File: config.mk
export PLATFORM = sky130hd
export DESIGN_NAME = pc_next_unit
export DESIGN_NICKNAME = d
export VERILOG_FILES = /design/src/rtl/pc_next_unit.sv
export SDC_FILE = /design/constraint.sdc
export NUM_CORES = 1
export LEC_CHECK = 0
export CELL_PAD_IN_SITES_DETAIL_PLACEMENT = 0
export CELL_PAD_IN_SITES_GLOBAL_PLACEMENT = 1
export CORE_ASPECT_RATIO = 0.8
export CORE_MARGIN = 1
export CORE_UTILIZATION = 48
export DETAILED_ROUTE_END_ITERATION = 7
export PLACE_DENSITY_LB_ADDON = 0.1
export SLEW_MARGIN = 5
export SYNTH_ARGS = -nofsm -noshare
export SYNTH_HDL_FRONTEND = slang
export SYNTH_SLANG_ARGS = --single-unit
export TNS_END_PERCENT = 50
File: constraint.sdc
create_clock -name clk -period 8.1 [get_ports clk]
set_input_delay 1.62 -clock clk [delete_from_list [all_inputs] [get_ports clk]]
set_output_delay 1.62 -clock clk [all_outputs]
set_load 0.1 [all_outputs]
File: src/rtl/pc_next_unit.sv
// -----------------------------------------------------------------------------
// pc_next_unit
//   Program-counter unit for the MIPS fetch stage. Holds the PC register and
//   picks the next PC from the sequential, BEQ/BNE branch, J/JAL and JR
//   targets. A small return address stack (RAS) predicts JR $ra targets. A
//   valid/ready handshake with instruction fetch gates every PC advance.
//
// Ports
//   clk, rst     clock; asynchronous active-high reset
//   pc_ready     fetch accepts the current pc this cycle
//   pc_valid     pc is a valid fetch address (rises one edge after reset)
//   pc           current program counter (registered)
//   branch/bne/zero/imm_ext   conditional branch controls and word offset
//   jump/jal/jump_idx         J and JAL controls and instruction index
//   jr/jr_is_ra/jr_addr       JR controls and register-file target
//   ras_empty    RAS holds no entries
//   taken_count  saturating count of accepted non-sequential updates
// -----------------------------------------------------------------------------
module pc_next_unit #(
  parameter int              XLEN         = 32,
  parameter logic [XLEN-1:0] RESET_VECTOR = '0,
  parameter int              RAS_DEPTH    = 4,
  parameter int              CNT_W        = 16
) (
  input  logic             clk,
  input  logic             rst,
  input  logic             pc_ready,
  output logic             pc_valid,
  output logic [XLEN-1:0]  pc,
  input  logic             branch,
  input  logic             bne,
  input  logic             zero,
  input  logic [XLEN-1:0]  imm_ext,
  input  logic             jump,
  input  logic             jal,
  input  logic [25:0]      jump_idx,
  input  logic             jr,
  input  logic             jr_is_ra,
  input  logic [XLEN-1:0]  jr_addr,
  output logic             ras_empty,
  output logic [CNT_W-1:0] taken_count
);

  localparam int             PTR_W    = $clog2(RAS_DEPTH);
  localparam logic [PTR_W:0] RAS_FULL = (PTR_W+1)'(RAS_DEPTH);

  logic [XLEN-1:0]  pc_q, pc_d;
  logic             pc_valid_q, pc_valid_d;
  logic [XLEN-1:0]  ras_mem_q [RAS_DEPTH];
  // ras_ptr_q is the next write slot; the top of stack sits one below it.
  logic [PTR_W-1:0] ras_ptr_q, ras_ptr_d;
  logic [PTR_W:0]   ras_cnt_q, ras_cnt_d;
  logic [CNT_W-1:0] taken_count_q, taken_count_d;

  logic             accept;
  logic             br_taken;
  logic             redirect;
  logic             ras_push;
  logic [XLEN-1:0]  pc_plus_4;
  logic [XLEN-1:0]  br_tgt;
  logic [XLEN-1:0]  j_tgt;
  logic [XLEN-1:0]  ras_top;

  assign accept    = pc_valid_q & pc_ready;
  assign br_taken  = branch & (zero ^ bne);
  assign pc_plus_4 = pc_q + XLEN'(4);
  assign br_tgt    = pc_plus_4 + (imm_ext << 2);
  assign j_tgt     = {pc_plus_4[XLEN-1:28], jump_idx, 2'b00};
  assign ras_top   = ras_mem_q[ras_ptr_q - PTR_W'(1)];
  assign ras_empty = (ras_cnt_q == '0);

  // NOTE: every always_comb output gets a default before any branch, so no
  // path leaves a variable unassigned and no latch is inferred.
  always_comb begin
    pc_d          = pc_q;
    pc_valid_d    = 1'b1;
    ras_ptr_d     = ras_ptr_q;
    ras_cnt_d     = ras_cnt_q;
    taken_count_d = taken_count_q;
    ras_push      = 1'b0;
    redirect      = 1'b0;

    if (accept) begin
      redirect = 1'b1;
      if (jr) begin
        // jr outranks jal, so a simultaneous jal never pushes.
        if (jr_is_ra && !ras_empty) begin
          pc_d      = ras_top;
          ras_ptr_d = ras_ptr_q - PTR_W'(1);
          ras_cnt_d = ras_cnt_q - 1'b1;
        end else begin
          pc_d = jr_addr;
        end
      end else if (jump || jal) begin
        pc_d = j_tgt;
        if (jal) begin
          // A full stack overwrites its oldest slot: the pointer wraps and
          // the count pins at RAS_DEPTH.
          ras_push  = 1'b1;
          ras_ptr_d = ras_ptr_q + PTR_W'(1);
          if (ras_cnt_q != RAS_FULL) ras_cnt_d = ras_cnt_q + 1'b1;
        end
      end else if (br_taken) begin
        pc_d = br_tgt;
      end else begin
        pc_d     = pc_plus_4;
        redirect = 1'b0;
      end

      if (redirect && (taken_count_q != '1)) taken_count_d = taken_count_q + 1'b1;
    end
  end

  // NOTE: sequential state uses non-blocking assignments so every flop samples
  // the pre-edge value of its neighbours, regardless of statement order.
  always_ff @(posedge clk or posedge rst) begin
    if (rst) begin
      pc_q          <= RESET_VECTOR;
      pc_valid_q    <= 1'b0;
      ras_ptr_q     <= '0;
      ras_cnt_q     <= '0;
      taken_count_q <= '0;
    end else begin
      pc_q          <= pc_d;
      pc_valid_q    <= pc_valid_d;
      ras_ptr_q     <= ras_ptr_d;
      ras_cnt_q     <= ras_cnt_d;
      taken_count_q <= taken_count_d;
    end
  end

  // NOTE: the RAS storage is deliberately not reset; ras_cnt_q guards every
  // read, so stale entries are never observed and the array stays plain RAM.
  always_ff @(posedge clk) begin
    if (ras_push) ras_mem_q[ras_ptr_q] <= pc_plus_4;
  end

  assign pc          = pc_q;
  assign pc_valid    = pc_valid_q;
  assign taken_count = taken_count_q;

endmodule

# Word-level counts from Yosys, hierarchy flattened
# Memories as Yosys holds them, arrays and structs flattened.
# Index checks and enable logic that the tools add are counted.
[word_totals]
reg_bits = 54
ram_bits = 128
wordCells = 53
memories = 1
[op_classes]
add_sub_neg = 7
eq_ne = 3
muxes = 23
bitwise = 3
reduce_logical = 11
[memory_table]
columns = ["memory", "depth", "width", "rd", "rd_clocked_by_memory_dff", "wr", "line_no", "source"]
rows = [
  ["ras_mem_q", 4, 32, 1, 0, 1, "49", "logic [XLEN-1:0] ras_mem_q [RAS_DEPTH];"],
]
[op_table]
columns = ["op", "n"]
rows = [
  ["32-bit 2-to-1 mux", 4],
  ["32-bit by 3-bit adder with 32-bit output (second input constant)", 1],
  ["32-bit adder", 1],
  ["16-bit by 1-bit adder with 16-bit output (second input constant)", 1],
  ["16-bit inequality test (second input constant)", 1],
  ["3-bit 2-to-1 mux", 5],
  ["1-bit 2-to-1 mux", 10],
  ["2-bit 2-to-1 mux", 4],
  ["2-bit nonzero test", 3],
  ["5-bit AND reduction", 1],
  ["4-bit AND reduction", 1],
  ["3-bit by 1-bit adder with 3-bit output (second input constant)", 1],
  ["3-bit zero test", 1],
  ["3-bit inequality test (second input constant)", 1],
  ["3-bit by 1-bit subtractor with 3-bit output (second input constant)", 1],
  ["2-bit by 1-bit adder with 2-bit output (second input constant)", 1],
  ["1-bit bitwise AND", 2],
  ["1-bit logical AND", 2],
  ["2-bit by 1-bit inequality test with 1-bit output (second input constant)", 1],
  ["2-bit AND reduction", 1],
  ["2-bit by 1-bit subtractor with 2-bit output (second input constant)", 1],
  ["1-bit zero test", 1],
  ["1-bit logical OR", 1],
  ["1-bit XOR", 1],
]

# Longest topological paths before layout
# Gate-level depths: netlist (run 1).
[logic_depth]
word_depth = 8
ltp_mapped = 17
ltp_nobuf = 17

# Worst setup path before layout (run 1)
# No wires, ideal clock.
[synth_timing]
path_kind = "register -> register"
startpoint = "reg pc_q[2] (netlist: pc[2])"
endpoint = "reg pc_q[31] (netlist: pc[31])"
setup_time_ns = 0.127
t_arrival_ns = 4.454
required_time_ns = 7.973
slack_ns = 3.519
stages_incl_launch_ff = 18
path_buffers = 1
period_less_slack_ns = 4.581
path_cell_list = "dfrtp_1 > ha_1 > nand3_1 > nor4_4 > and3_1 > and3_1 > xor2_1 > ha_1 > buf_2 > and4_1 > a41o_1 > a22oi_1 > o21ai_1 > nand4b_1 > a31oi_1 > xnor2_1 > a21oi_1 > nand3b_1"
[synth_via]
elab_chain_cells = 5
[synth_lines]
columns = ["item", "line_no", "source"]
rows = [
  ["from (decl)", "47", "logic [XLEN-1:0] pc_q, pc_d;"],
  ["from (signal assigned)", "124", "pc_q <= pc_d;"],
  ["32-bit by 3-bit adder with 32-bit output", "66", "assign pc_plus_4 = pc_q + XLEN'(4);"],
  ["net pc_plus_4[24]", "59", "logic [XLEN-1:0] pc_plus_4;"],
  ["32-bit adder", "67", "assign br_tgt = pc_plus_4 + (imm_ext << 2);"],
  ["32-bit 2-to-1 mux", "103", "end else if (br_taken) begin"],
  ["32-bit 2-to-1 mux", "94", "end else if (jump || jal) begin"],
  ["32-bit 2-to-1 mux", "85", "if (jr) begin"],
]
# The timed path passes the listed nets, and every way through them passes these cells.
# A chain may end at the register's enable or synchronous reset.

# Worst setup path after layout (run 1)
# Ends and elaborated chain as after synthesis.

==> results_dict.tcl, run 1 <==
set metrics [dict create \
    syn_nets 992 \
    clock.fmax_mhz 203 \
    io_pins 150 \
    max-slew-margin-rel 0.317 \
    routabilityCongestion 0.903 \
    arrival_ps 5240 \
    worstHoldEndpoint "taken_count[15]" \
    reg2reg_slack_ps 3180 \
    grt_max_degree 55 \
    grt_pass1_vias 7893 \
    antenna_found_initial 0 \
    hold_buffers 0 \
    rsz0062_at_grt "false" \
    hpwl_mm 20.9 \
    clk-insertion-delay-late_ps 440 \
    synth_edf_count 128 \
    end_kind "flop" \
    setup_viol 0 \
    die_area_mm2 0.0219 \
    final_cell_mix "147 x clkdlybuf4s50_1, 128 x edfxtp_1, 72 x nand2_1" \
    core_mm2 0.0208 \
    start_util 0.492 \
    syn_inst 849 \
    die_h_um 132 \
    cts_buffer_depth 2 \
    die_x_um 165 \
    whs_path_depth 1 \
    drt_iter0_markers 699 \
    synthArstFlopShare 0.297 \
    drc 0 \
    synth-seq-area-share 0.509 \
    rows 47 \
    synth_seq_cells 182 \
    skew_ps 24.6 \
    final_common_cell "clkdlybuf4s50_1" \
    leakagePower_nw 4.65 \
    timing.rr.start "pc[2]" \
    yosys_warnings 0 \
    vias 7740 \
    ant_nets 0 \
    wl_per_cell_um 23.9 \
    maxSlewViolCount 0 \
    hold_start "taken_count[15]" \
    cts_resized 0 \
    grt-ovfl-total 0 \
    num-fill-cells 1659 \
    drive_gt1_frac 0.120 \
    post_dp_cell_area_mm2 0.0120 \
    cts_tree "done" \
    cts_max_level 4 \
    run_status "finished clean" \
    diodes 0 \
    fin_crit_ps 4920 \
    tightest_slew_ps 1020 \
    area_growth_pct 23.3 \
    period_share 0.607 \
    r2r_cells 16 \
    path_class "reg2reg" \
    final_hold_viol_count 0 \
    clock-sinks 182 \
    ir_drop_mv 0.235 \
    reg2reg_to "pc[31]" \
    wl_mm 30.4 \
    first_pass_iters 5 \
    grt_pass1_wl_mm 46.3 \
    ys_types 73 \
    syn_area_per_cell_um2 12.0 \
    io_buffers 147 \
    synth_flop_cell "edfxtp_1" \
    fin_setup_tns_ps 0 \
    cellPowerDensity_mw_per_mm2 319 \
    final_area_mm2 0.0126 \
    critPathLaunch "pc[2]" \
    clk_transition_reported_paths_ps 80 \
    crit_required_ps 8420 \
    post_cts_buffers 0 \
    post_drt_via_cell_ratio 6.09 \
    cts-root-buf "clkbuf_16" \
    path_max_fanout 9 \
    maxCapViolCount 0 \
    finish.net_count 1132 \
    cts_buffers 17 \
    grt_usage 0.290 \
    hold_class "reg2reg" \
    cp-start-kind "flop" \
    syn_area_mm2 0.0102 \
]
## cells in the mapped netlist (3+ instances only)
library cell    n  area share
inv_1          16      0.0059
nand3_1        21       0.010
dfrtp_1        54        0.13
o21bai_1        3      0.0022
edfxtp_1      128        0.38
nand2b_1        5      0.0031
or3_1           3      0.0018
o21a_1          4      0.0029
o211ai_1        6      0.0044
clkbuf_1       28       0.010
xor2_1         21       0.018
a31oi_1         5      0.0031
mux4_2         32       0.071
and3_1         14      0.0086
a221oi_1       11      0.0094
ha_1           41       0.050
xnor2_1        48       0.041
mux2i_1        23       0.023
o22ai_1         4      0.0025
o21ai_1        12      0.0059
o21ai_0        45       0.022
and4_1          6      0.0051
nand2_1        72       0.026
a211oi_1       14       0.010
buf_2           8      0.0039
and2_1          5      0.0031
mux2_2         16       0.018
a21oi_1        55       0.027
nor2_1         55       0.020
nand4_1        16      0.0098
o2bb2ai_1       3      0.0026
a21o_1         11      0.0081
nor3_1         10      0.0049
nor2_2          3      0.0018
## sequential cells by signal, indices dropped and copies added (netlist names)
signal       count
pc              32
pc_valid         1
ras_cnt_q        3
ras_mem_q      128
ras_ptr_q        2
taken_count     16
## how the worst max path moves through the flow
stage                        end  slack, ps  cells after the start
after floorplan           pc[31]       3520                     17
after global placement    pc[31]       3420                     17
after detailed placement  pc[31]       3320                     17
after CTS                 pc[31]       3280                     17
after global routing      pc[31]       2900                     17
final                     pc[31]       3180                     16
## routing by layer
metal | vias to the layer above | GRT usage | part of all wire
met5 | - | 0 | 0
met4 | 0 | 0.0591 | 0.0095
met3 | 20 | 0.0549 | 0.061
met2 | 285 | 0.457 | 0.47
met1 | 3934 | 0.417 | 0.46
li1 | 3501 | - | -
## worst max-delay path, cell delays in order (launching register included)
cell      delay, ps
dfrtp_1         450
ha_1            220
nand3_1         200
nor4_4          570
and3_1          340
and3_1          240
xor2_1          510
ha_1            460
and4_1          320
a41o_1          240
a22oi_1         150
o21ai_1         130
nand4b_1        230
a31oi_1         250
xnor2_1         190
a21oi_1         100
nand3b_1        200
## kinds of logic after synthesis
kind of cell             after synthesis  share of synthesized area
other                                  1                   0.000367
AO/OA/AOI/OAI                        197                      0.130
XOR/XNOR                              70                     0.0608
buffers and inverters                 57                     0.0227
multiplexers                          73                      0.113
adder cells (fa/ha/maj)               43                     0.0542
AND/OR/NAND/NOR                      226                      0.110
flip-flops                           182                      0.509
## power breakdown
part           internal, mW  switching [mW]
Sequential             1.14           0.107
Clock                 0.450           0.417
Combinational         0.686            1.21
Total                  2.27            1.74
## final cells by class
class | instances | area (um2) | area share
multi-input cells | 610 | 4790 | 0.381
clock inverters | 15 | 200 | 0.0159
clock buffers | 17 | 425 | 0.0338
inverters | 18 | 67.6 | 0.00537
flip-flops and latches | 182 | 5200 | 0.413
repair buffers | 160 | 1570 | 0.125
well taps | 269 | 337 | 0.0267
## metrics by stage
| stage | hold WS (ps) | util | total power [mW] | setup WS [ps] | instances |
|---|---|---|---|---|---|
| after floorplan | 464 | - | 2.66 | 3520 | 849 |
| after global placement | 477 | 0.576 | 3.11 | 3420 | 1239 |
| after detailed placement | 486 | 0.576 | 3.15 | 3320 | 1239 |
| after CTS | 499 | 0.606 | 4.02 | 3280 | 1271 |
| after global routing | 507 | 0.606 | 4.20 | 2900 | 1271 |
| final | 495 | 0.606 | 4.01 | 3180 | 1271 |
No activity file was read; power rests on OpenSTA's default activity.
==> inputs of run 2 (changes only) <==
Settings changed: CORE_UTILIZATION 48 to 44.
Clock period 8.1 ns to 5 ns, I/O delays scaled along.
==> results_dict.tcl, run 2 (synthesis gave the netlist of run 1 again) <==
set metrics [dict create \
    fin_cells 1319 \
    grt_usage 0.263 \
    setup_slack_ps 464 \
    total_power_mw 6.53 \
    ir_drop_mv 0.234 \
    clock-sinks 182 \
    path_class "reg2reg" \
    p_seq_frac 0.308 \
    largest_reg_flops 128 \
    final_cell_mix "147 x clkdlybuf4s50_1, 128 x edfxtp_1, 72 x nand2_1" \
    timing.rr.start "pc[2]" \
    core_mm2 0.0226 \
    worstHoldEndpoint "taken_count[13]" \
    path_cells "ha_1 > nand3_1 > nor4_4 > nand3_1 > nor2_2 > xor2_1 > ha_1 > and4_1 > a41o_1 > a22oi_1 > o21ai_1 > nand4b_1 > a31oi_1 > xnor2_1 > a21oi_1 > nand3b_1" \
    die_area_mm2 0.0238 \
    grt_pass1_vias 7517 \
    die_x_um 172 \
    cp-start-kind "flop" \
    switching_power_mw 2.83 \
    first_pass_iters 5 \
    place_ws_ps 482 \
    use_met2 0.398 \
    final_area_mm2 0.0127 \
    regMostFlops "ras_mem_q" \
    hold_class "reg2reg" \
    drive_gt1_frac 0.129 \
    finish.net_count 1143 \
    io_pins 150 \
    cts_buffer_depth 2 \
    vias 7546 \
    period_share 0.907 \
    start_util 0.451 \
    grt_pass1_wl_mm 45.9 \
    use_met3 0.0452 \
    grt_max_degree 43 \
    postLayoutCoreUtil 0.564 \
    cp_slowest_cell "nor4_4" \
    wl_mm 30.1 \
    cts_tree "done" \
    post_cts_buffers 0 \
    drc 0 \
    grt.busiest_layer "met2" \
    seq_area_mm2 0.00520 \
    critPathBufInv 0 \
    clk-insertion-delay-late_ps 450 \
    cts_buffers 17 \
    post_drt_via_cell_ratio 5.72 \
    clock.fmax_mhz 220 \
    whs_path_depth 1 \
    combinationalPowerShare 0.473 \
    reg2reg_slack_ps 460 \
    crit_path_max_incr_delay_ps 500 \
    crit_required_ps 5330 \
    cellPowerDensity_mw_per_mm2 512 \
    power.internal_mw 3.70 \
    hpwl_mm 21.2 \
    fin_setup_tns_ps 0 \
    routabilityCongestion 0.875 \
    grt_use_met1 0.394 \
    clk_transition_reported_paths_ps 80 \
    r2r_cells 16 \
    multi_input_area_mm2 0.00479 \
    final_hold_viol_count 0 \
    antenna_found_initial 0 \
    hold_buffers 0 \
    ant_nets 0 \
    path_max_fanout 9 \
    leakagePower_nw 4.71 \
    clkPwrFrac 0.219 \
    area_growth_pct 24.9 \
    end_kind "flop" \
    arrival_ps 4860 \
    drt_iter0_markers 736 \
    hold-worst-slack_ps 498 \
    maxCapViolCount 0 \
    rsz0062_at_grt "false" \
    setup_viol 0 \
    reg2reg_to "pc[31]" \
    dp.cells 1287 \
    cts_max_level 4 \
    cts_resized 0 \
    diodes 0 \
    p_sw_frac 0.434 \
    wl_per_cell_um 22.8 \
    grt-ovfl-total 0 \
    num-fill-cells 1895 \
    tightest_slew_ps 1160 \
    hold_start "taken_count[13]" \
    fin_crit_ps 4540 \
    final_common_cell "clkdlybuf4s50_1" \
    run_status "finished clean" \
    die_h_um 138 \
    post_dp_cell_area_mm2 0.0121 \
    maxSlewViolCount 0 \
    max-slew-margin-rel 0.227 \
    rows 49 \
    skew_ps 17.6 \
    cts-root-buf "clkbuf_16" \
    crit_family "simple AND/OR/NAND/NOR gates" \
    io_buffers 147 \
]
==> run 2: cell count changes in the layout (fill, tap and decap cells not counted), sizes merged <==
cell	previous run	this run
buf	13	24
bufinv	1	0
clkbuf	17	18
clkinv	8	9
inv	24	23
==> run 2: layout make-up <==
| class | instances | share of cell area |
|---|---|---|
| clock buffer | 18 | 0.0353 |
| clock inverter | 14 | 0.0147 |
| sequential | 182 | 0.408 |
| multi-input combinational | 610 | 0.376 |
| inverter | 18 | 0.00530 |
| tap | 306 | 0.0300 |
| timing repair buffer | 171 | 0.132 |
==> run 2: power by group through the flow <==
stage	Sequential, mW	Combinational, mW	Clock [mW]
global route	2.03	3.30	1.51
finish	2.01	3.09	1.43
global placement	2.04	3.08	0
CTS	2.01	3.10	1.45
floorplan	2.63	1.67	0
detailed placement	2.04	3.08	0
==> run 2: per-layer routing <==
metal  vias to the layer above  wire [um]
li1                       3525          -
met1                      3734      14400
met2                       262      13600
met3                        25       1720
met4                         0        394
met5                         -          0
==> run 2: worst max-delay path by stage <==
stage | from | end | slack [ps] | cells after the start
3_3_place_gp | pc[2] | pc[31] | 560 | 16
2_1_floorplan | pc[2] | pc[31] | 420 | 17
5_1_grt | pc[2] | pc[31] | 130 | 17
4_1_cts | pc[2] | pc[31] | 460 | 17
3_5_place_dp | pc[2] | pc[31] | 480 | 17
6_report | pc[2] | pc[31] | 460 | 16
